===== config.mk =====
export PLATFORM = sky130hd
export DESIGN_NAME = mcycle_unit
export DESIGN_NICKNAME = d
export VERILOG_FILES = /design/src/rtl/mcycle_unit.sv
export SDC_FILE = /design/constraint.sdc
export NUM_CORES = 1
export LEC_CHECK = 0
export CAP_MARGIN = 20
export CORE_MARGIN = 10
export CORE_UTILIZATION = 66
export DETAILED_ROUTE_END_ITERATION = 7
export PLACE_DENSITY = 0.85
export SLEW_MARGIN = 10
export SYNTH_ARGS = -nofsm -noshare
export SYNTH_HDL_FRONTEND = slang
export SYNTH_SLANG_ARGS = --single-unit
export TNS_END_PERCENT = 50

===== constraint.sdc =====
create_clock -name CLK -period 11 [get_ports CLK]
set_input_delay 1.65 -clock CLK [delete_from_list [all_inputs] [get_ports CLK]]
set_output_delay 1.65 -clock CLK [all_outputs]
set_load 0.1 [all_outputs]

===== src/rtl/mcycle_unit.sv =====
// Multi-cycle multiply/divide unit: iterative shift-add multiply and
// restoring divide, one bit per clock over WIDTH clocks.
module mcycle_unit #(
   parameter int WIDTH = 32
) (
   input  logic             CLK,
   input  logic             Reset,
   input  logic             Start,
   input  logic [1:0]       MCycleOp,
   input  logic [WIDTH-1:0] Operand1,
   input  logic [WIDTH-1:0] Operand2,
   output logic [WIDTH-1:0] Result1,
   output logic [WIDTH-1:0] Result2,
   output logic             Busy,
   output logic             Done,
   output logic             DivByZero
);

   localparam int CW = $clog2(WIDTH + 1);
   localparam logic [CW-1:0] LAST = CW'(WIDTH - 1);

   typedef enum logic [1:0] {
      IDLE,
      COMPUTE,
      DONE
   } state_t;

   state_t           state;
   logic [1:0]       op;
   logic [WIDTH-1:0] a;
   logic [WIDTH-1:0] b;
   logic [WIDTH-1:0] hi;
   logic [WIDTH-1:0] lo;
   logic [CW-1:0]    cnt;

   logic             in_sgn;
   logic [WIDTH-1:0] in_m1;
   logic [WIDTH-1:0] in_m2;
   logic             neg_a;
   logic             neg_b;
   logic [WIDTH-1:0] ma;
   logic [WIDTH-1:0] mb;

   // magnitudes of the incoming operands seed the low register at accept
   assign in_sgn = MCycleOp[0];
   assign in_m1  = (in_sgn & Operand1[WIDTH-1]) ? -Operand1 : Operand1;
   assign in_m2  = (in_sgn & Operand2[WIDTH-1]) ? -Operand2 : Operand2;

   assign neg_a = op[0] & a[WIDTH-1];
   assign neg_b = op[0] & b[WIDTH-1];
   assign ma    = neg_a ? -a : a;
   assign mb    = neg_b ? -b : b;

   logic [WIDTH:0]   sum;
   logic [WIDTH-1:0] mul_hi;
   logic [WIDTH-1:0] mul_lo;

   assign sum    = {1'b0, hi} + (lo[0] ? {1'b0, ma} : '0);
   assign mul_hi = sum[WIDTH:1];
   assign mul_lo = {sum[0], lo[WIDTH-1:1]};

   // remainder stays below the divisor, so the difference fits WIDTH bits
   logic [WIDTH:0]   sh;
   logic             ge;
   logic [WIDTH-1:0] diff;
   logic [WIDTH-1:0] div_hi;
   logic [WIDTH-1:0] div_lo;

   assign sh     = {hi, lo[WIDTH-1]};
   assign ge     = sh >= {1'b0, mb};
   assign diff   = sh[WIDTH-1:0] - mb;
   assign div_hi = ge ? diff : sh[WIDTH-1:0];
   assign div_lo = {lo[WIDTH-2:0], ge};

   logic [WIDTH-1:0]   nxt_hi;
   logic [WIDTH-1:0]   nxt_lo;
   logic [2*WIDTH-1:0] prod;
   logic [2*WIDTH-1:0] prod_f;
   logic [WIDTH-1:0]   quo_f;
   logic [WIDTH-1:0]   rem_f;
   logic               flip;
   logic               dbz_now;

   assign nxt_hi  = op[1] ? div_hi : mul_hi;
   assign nxt_lo  = op[1] ? div_lo : mul_lo;
   assign flip    = neg_a ^ neg_b;
   assign prod    = {nxt_hi, nxt_lo};
   assign prod_f  = flip ? -prod : prod;
   assign quo_f   = flip ? -nxt_lo : nxt_lo;
   assign rem_f   = neg_a ? -nxt_hi : nxt_hi;
   assign dbz_now = (b == '0);

   assign Busy = Start | (state == COMPUTE);
   assign Done = (state == DONE);

   always_ff @(posedge CLK or posedge Reset) begin
      if (Reset) begin
         state     <= IDLE;
         op        <= '0;
         a         <= '0;
         b         <= '0;
         hi        <= '0;
         lo        <= '0;
         cnt       <= '0;
         Result1   <= '0;
         Result2   <= '0;
         DivByZero <= 1'b0;
      end else begin
         unique case (state)
            IDLE, DONE: begin
               if (Start) begin
                  op    <= MCycleOp;
                  a     <= Operand1;
                  b     <= Operand2;
                  hi    <= '0;
                  lo    <= MCycleOp[1] ? in_m1 : in_m2;
                  cnt   <= '0;
                  state <= COMPUTE;
               end else begin
                  state <= IDLE;
               end
            end
            COMPUTE: begin
               hi  <= nxt_hi;
               lo  <= nxt_lo;
               cnt <= cnt + CW'(1);
               if (cnt == LAST) begin
                  state <= DONE;
                  if (!op[1]) begin
                     {Result2, Result1} <= prod_f;
                  end else if (dbz_now) begin
                     Result1   <= '1;
                     Result2   <= a;
                     DivByZero <= 1'b1;
                  end else begin
                     Result1   <= quo_f;
                     Result2   <= rem_f;
                     DivByZero <= 1'b0;
                  end
               end
            end
            default: state <= IDLE;
         endcase
      end
   end

endmodule


==> impl_metrics.yaml, run 1 <==
global_route:
  antenna_found_initial: 3
  grt_max_degree: 96
  grt_overflow: 0
  grt_pass1_vias: 19800
  grt_use_total: 0.405
  grt_pass1_wl_microns: 114000
clock_tree:
  cts_resized: 0
  clock_latency_ns: 0.57
  root_buffer: "clkbuf_16"
  htreeDepth: 1
  cts_tree: "done"
  path_clk_slew_ns: 0.06
  cts_setup_buffers: 0
  cts_buffer_depth: 3
  hold_buffers: 0
  cts_sinks: 203
  numCtsBuffers: 24
route:
  num_vias: 20700
  drtAntennaViolNets: 0
  drc: 0
  detail_route.wirelength_microns: 75100
  viasPerCell: 7.31
  drtIter0Drc: 3456
  dr.pass1.iters: 8
  wl_per_cell_microns: 26.5
setup_path:
  cp.required_ns: 11.46
  rr_startpoint: "b[3]"
  setup.worst_path.start_class: "flop"
  critical_path_class: "reg -> reg"
  crit_chain: "or4_1 -> nor4_1 -> nand2_1 -> nor4_1 -> and2_1 -> nor2_1 -> xnor2_1 -> ha_1 -> and2_4 -> and3_4 -> a221oi_4 -> o211a_1 -> buf_4 -> a31oi_1 -> inv_1 -> ha_1 -> nand4_1 -> nor2_1 -> nand4_1 -> or3_1 -> o31ai_1 -> xnor2_1 -> o22ai_1 -> o31ai_1"
  critical-path-max-stage-delay_ns: 0.60
  cp-endpoint: "Result2[16]"
  crit_arrival_ns: 8.04
  end_kind: "flop"
  timing.rr.end: "Result2[16]"
  reg2regPathDepth: 24
  slowest_stage: "nor2_1"
  cp_max_fo: 20
  reg2reg_slack_ns: 3.42
  cp-startpoint: "b[3]"
floorplanning:
  dieArea_sq_um: 35600
  core-area_sq_um: 27900
  die_h_microns: 189
  die_w_microns: 189
  start_util: 0.672
  io_pins: 136
  rows: 61
placed_design:
  hpwlAfterDp_microns: 54600
  dp_cells: 2791
  portBuffers: 135
  dpl_cell_area_sq_um: 20200
  gp_congestion: 1.10
sta:
  hold_violations: 0
  final_max_slew_viol_count: 0
  min_period_ns: 7.58
  rsz0062_at_grt: "no"
  fin_crit_sh: 0.689
  tns_ns: 0
  max_slew_margin: 0.225
  setup_viol: 0
  tightest_slew_ns: 1.16
  clock_skew_ns: 0.0227
  fmax_mhz: 132
cells_and_area:
  fin_nets: 2583
  areaGrowthSynthToFinish_pct: 12.3
  drive_gt1_frac: 0.0598
  final_cells: 2836
  final_cell_area_sq_um: 21100
synth:
  synthTopCellsByCount: "nand2_1, dfrtp_1, nor2_1, o21ai_0, a21oi_1"
  yosysMostFrequentCell: "nand2_1"
  yosysWarnings: 0
  ys_seq_elements: 203
  synth-seq-area-share: 0.271
  synth_top_area_share: 0.271
  syn_area_sq_um: 18800
  synth_area_leaders: "dfrtp_1, nand2_1, xnor2_1, ha_1, o21ai_0"
  synth_nets: 2533
  yosysTopAreaCell: "dfrtp_1"
  yosysUniqueCellTypes: 110
  synthArstFlopShare: 1.00
  syn_area_per_cell_sq_um: 7.85
  ys.flop_type: "dfrtp_1"
  synth_edf_count: 0
  syn-instance-count: 2391
worst_hold_path:
  hold_path.class: "reg -> reg"
job:
  maxCapViolCount: 0
outcome:
  outcome: "finished, final reports clean"
-- state kept, by name, summed over array words and instances (netlist names) --
| signal | flops |
|---|---|
| a | 32 |
| cnt | 6 |
| op | 2 |
| Result1 | 32 |
| hi | 32 |
| DivByZero | 1 |
| Result2 | 32 |
| b | 32 |
| state | 2 |
| lo | 32 |
-- critical path, delay by kind of cell (launching register included) --
family                     cells  cell delay, ns
and+or+nand+nor               12            3.94
AOI/OAI and AO/OA              6            1.57
buffers and inverters          2            0.49
DFF                            1            0.42
xor gates and xnor gates       2            0.38
adders and majority gates      2            0.66
-- layer usage --
layer | vias up | global-route usage | share of wire
met4 | 2 | 0.298 | 0.091
li1 | 8862 | - | -
met1 | 9658 | 0.474 | 0.34
met5 | - | 0 | 0.00044
met3 | 469 | 0.126 | 0.14
met2 | 1737 | 0.617 | 0.43
-- placed cells by master, fill, tap and decap left out, types with 29 or more instances in the layout --
cell,instances
dfrtp_1,202
xor2_1,92
and2_1,48
a31oi_1,40
a21oi_1,160
o22a_1,29
nor3_1,55
xnor2_1,126
clkdlybuf4s50_1,134
nand3_1,49
nor2_1,173
inv_1,39
mux2i_1,46
o21ai_0,165
ha_1,71
o221ai_1,40
nand2_1,405
o31ai_1,33
-- cells by family (layout without fill, tap and decap cells) --
kind of cell / count (synthesis) / in the layout / synth area share
AND/OR/NAND/NOR: 941 / 941 / 0.242
AO/OA/AOI/OAI: 728 / 728 / 0.270
XOR/XNOR: 218 / 218 / 0.102
flip-flops: 203 / 203 / 0.271
buffers and inverters: 179 / 245 / 0.0401
adder cells (fa/ha/maj): 73 / 73 / 0.0495
multiplexers: 49 / 49 / 0.0263
other: 0 / 1 / 0
-- layout make-up --
class,count,area [sq um]
clock inverters,9,149
clock buffers,33,664
repair buffers,163,1560
inverters,40,158
well taps,378,473
fillers,2095,6870
flip-flops and latches,203,5080
multi-input cells,2009,13000
diodes,1,2.50
-- metrics by stage --
step / setup slack [ns] / util / hold slack [ns]
2_1_floorplan: 3.81 / - / 0.455
3_3_place_gp: 4.13 / 0.723 / 0.462
3_5_place_dp: 3.90 / 0.724 / 0.473
4_1_cts: 3.78 / 0.753 / 0.486
5_1_grt: 3.11 / 0.754 / 0.511
6_report: 3.42 / 0.754 / 0.485
-- worst min path at each step --
stage,startpoint,endpoint,slack [ns],cells after the start
after floorplan,cnt[5],cnt[5],0.46,1
after global placement,DivByZero,DivByZero,0.46,1
after detailed placement,Result2[6],Result2[6],0.47,2
after CTS,Result2[6],Result2[6],0.49,2
after global routing,Result2[6],Result2[6],0.51,2
final,Result2[6],Result2[6],0.49,2
Power of run 1 is left out: the tool's default activity adds up to more than one toggle a clock period on the data nets, which glitch-free logic cannot reach.
==> run 2, diff against run 1 <==
- CORE_UTILIZATION: 66 -> 61
- PLACE_DENSITY: 0.85 -> 0.79
- clock period: 11 -> 7.15 ns (I/O delays scaled with it)
==> impl_metrics.yaml, run 2 (synthesized netlist as in run 1, its figures left out) <==
outcome:
  outcome: "finished, final reports clean"
clock_tree:
  root_buffer: "clkbuf_16"
  hold_buffers: 0
  numCtsBuffers: 24
  path_clk_slew_ns: 0.07
  cts_tree: "done"
  cts_sinks: 203
  clock_latency_ns: 0.56
  htreeDepth: 1
  cts_setup_buffers: 0
  cts_buffer_depth: 3
sta:
  hold_violations: 0
  final_max_slew_viol_count: 0
  tns_ns: 0
  max_slew_margin: 0.192
  fmax_mhz: 147
  clock_skew_ns: 0.0168
  fin_crit_sh: 0.950
  tightest_slew_ns: 1.21
  min_period_ns: 6.79
  setup_viol: 0
  hold_ws_ns: 0.480
floorplanning:
  start_util: 0.617
  die_h_microns: 195
  die_w_microns: 195
  io_pins: 136
  dieArea_sq_um: 38200
  rows: 64
  core-area_sq_um: 30400
placed_design:
  portBuffers: 135
  gp_congestion: 1.07
  hpwlAfterDp_microns: 57100
global_route:
  grt_pass1_vias: 19700
  grt_use_total: 0.387
  grt_max_degree: 96
  antenna_found_initial: 1
  grt_pass1_wl_microns: 118000
  grt_overflow: 0
setup_path:
  cp.required_ns: 7.64
  slowest_stage: "o311ai_1"
  crit_chain: "nor4_1 -> nand2b_1 -> nor4_1 -> buf_4 -> nand2_1 -> o21ai_0 -> xor2_1 -> ha_1 -> a21oi_1 -> o21ai_1 -> a221oi_4 -> o211a_1 -> nand2_4 -> o311ai_1 -> nand2_1 -> nor4_4 -> nand4_2 -> mux2_1 -> nor3_1 -> a221o_1"
  crit_arrival_ns: 7.28
  critical-path-max-stage-delay_ns: 0.78
  end_kind: "flop"
  cp_max_fo: 12
  setup.worst_path.start_class: "flop"
  critical_path_class: "reg -> reg"
cells_and_area:
  areaGrowthSynthToFinish_pct: 14.0
  layout_common_cells: "nand2_1, dfrtp_1, nor2_1"
  final_util: 0.703
  diodes: 0
  fin_nets: 2611
  layout_commonest_cell: "nand2_1"
  drive_gt1_frac: 0.0732
route:
  drtIter0Drc: 2963
  num_vias: 20600
  wl_per_cell_microns: 26.9
  drc: 0
  viasPerCell: 7.16
  detail_route.wirelength_microns: 77500
  dr.pass1.iters: 7
  drtAntennaViolNets: 0
job:
  maxCapViolCount: 0
worst_hold_path:
  hold_path.class: "reg -> reg"
==> run 2: changes by cell type in the layout (fill, tap and decap cells not counted), moves of 2 or more <==
cell       delta
buf_4        +31
buf_2         -2
bufinv_16     +2
clkbuf_1      -2
nor4_1        -2
==> run 2: routing by layer <==
| metal | vias up | track usage | part of all wire |
|---|---|---|---|
| li1 | 8925 | - | - |
| met5 | - | 0 | 0.00017 |
| met1 | 9650 | 0.460 | 0.35 |
| met4 | 2 | 0.261 | 0.084 |
| met2 | 1637 | 0.614 | 0.45 |
| met3 | 416 | 0.0868 | 0.11 |
==> run 2: layout make-up <==
class,count,area [sq um]
clock buffer,32,671
clock inverter,11,211
fill,2355,9030
inverter,40,158
multi-input combinational,2009,13000
sequential,203,5080
tap,396,495
timing repair buffer,191,1770
==> run 2: worst paths after layout <==
kind,slack [ns],end,depth (start not counted),from
max,0.36,Result2[29],20,b[7]
min,0.48,Result2[2],2,Result2[2]
min reg2reg,0.48,Result2[2],2,Result2[2]
max reg2reg,0.36,Result2[29],20,b[7]
min in group asynchronous,1.05,Result2[22],2,Reset
max in group asynchronous,4.71,Result2[24],3,Reset
==> run 2: worst max-delay path, delay by kind of cell (launching register included) <==
family / cells / cell delay (ns)
xor+xnor: 1 / 0.40
flops: 1 / 0.46
mux: 1 / 0.39
fa+ha+maj: 1 / 0.43
buf+inv: 1 / 0.20
compound gates: 7 / 2.49
simple gates: 9 / 2.35
==> run 2: per-stage QoR <==
step                      setup slack, ns  cells  area [sq um]
final                               0.358   2882         21400
after global routing              -0.0197   2882         21400
after CTS                           0.136   2881         21300
after detailed placement            0.156   2838         20500
after global placement              0.469   2838         20500
after floorplan                     0.538   2391         18800
==> run 2: repair_timing <==
action,in CTS,in global routing
setup endpoints to repair,0,35
endpoints found under the hold margin,0,0
gates resized for setup,0,8
Power of run 2 is left out for the same reason.
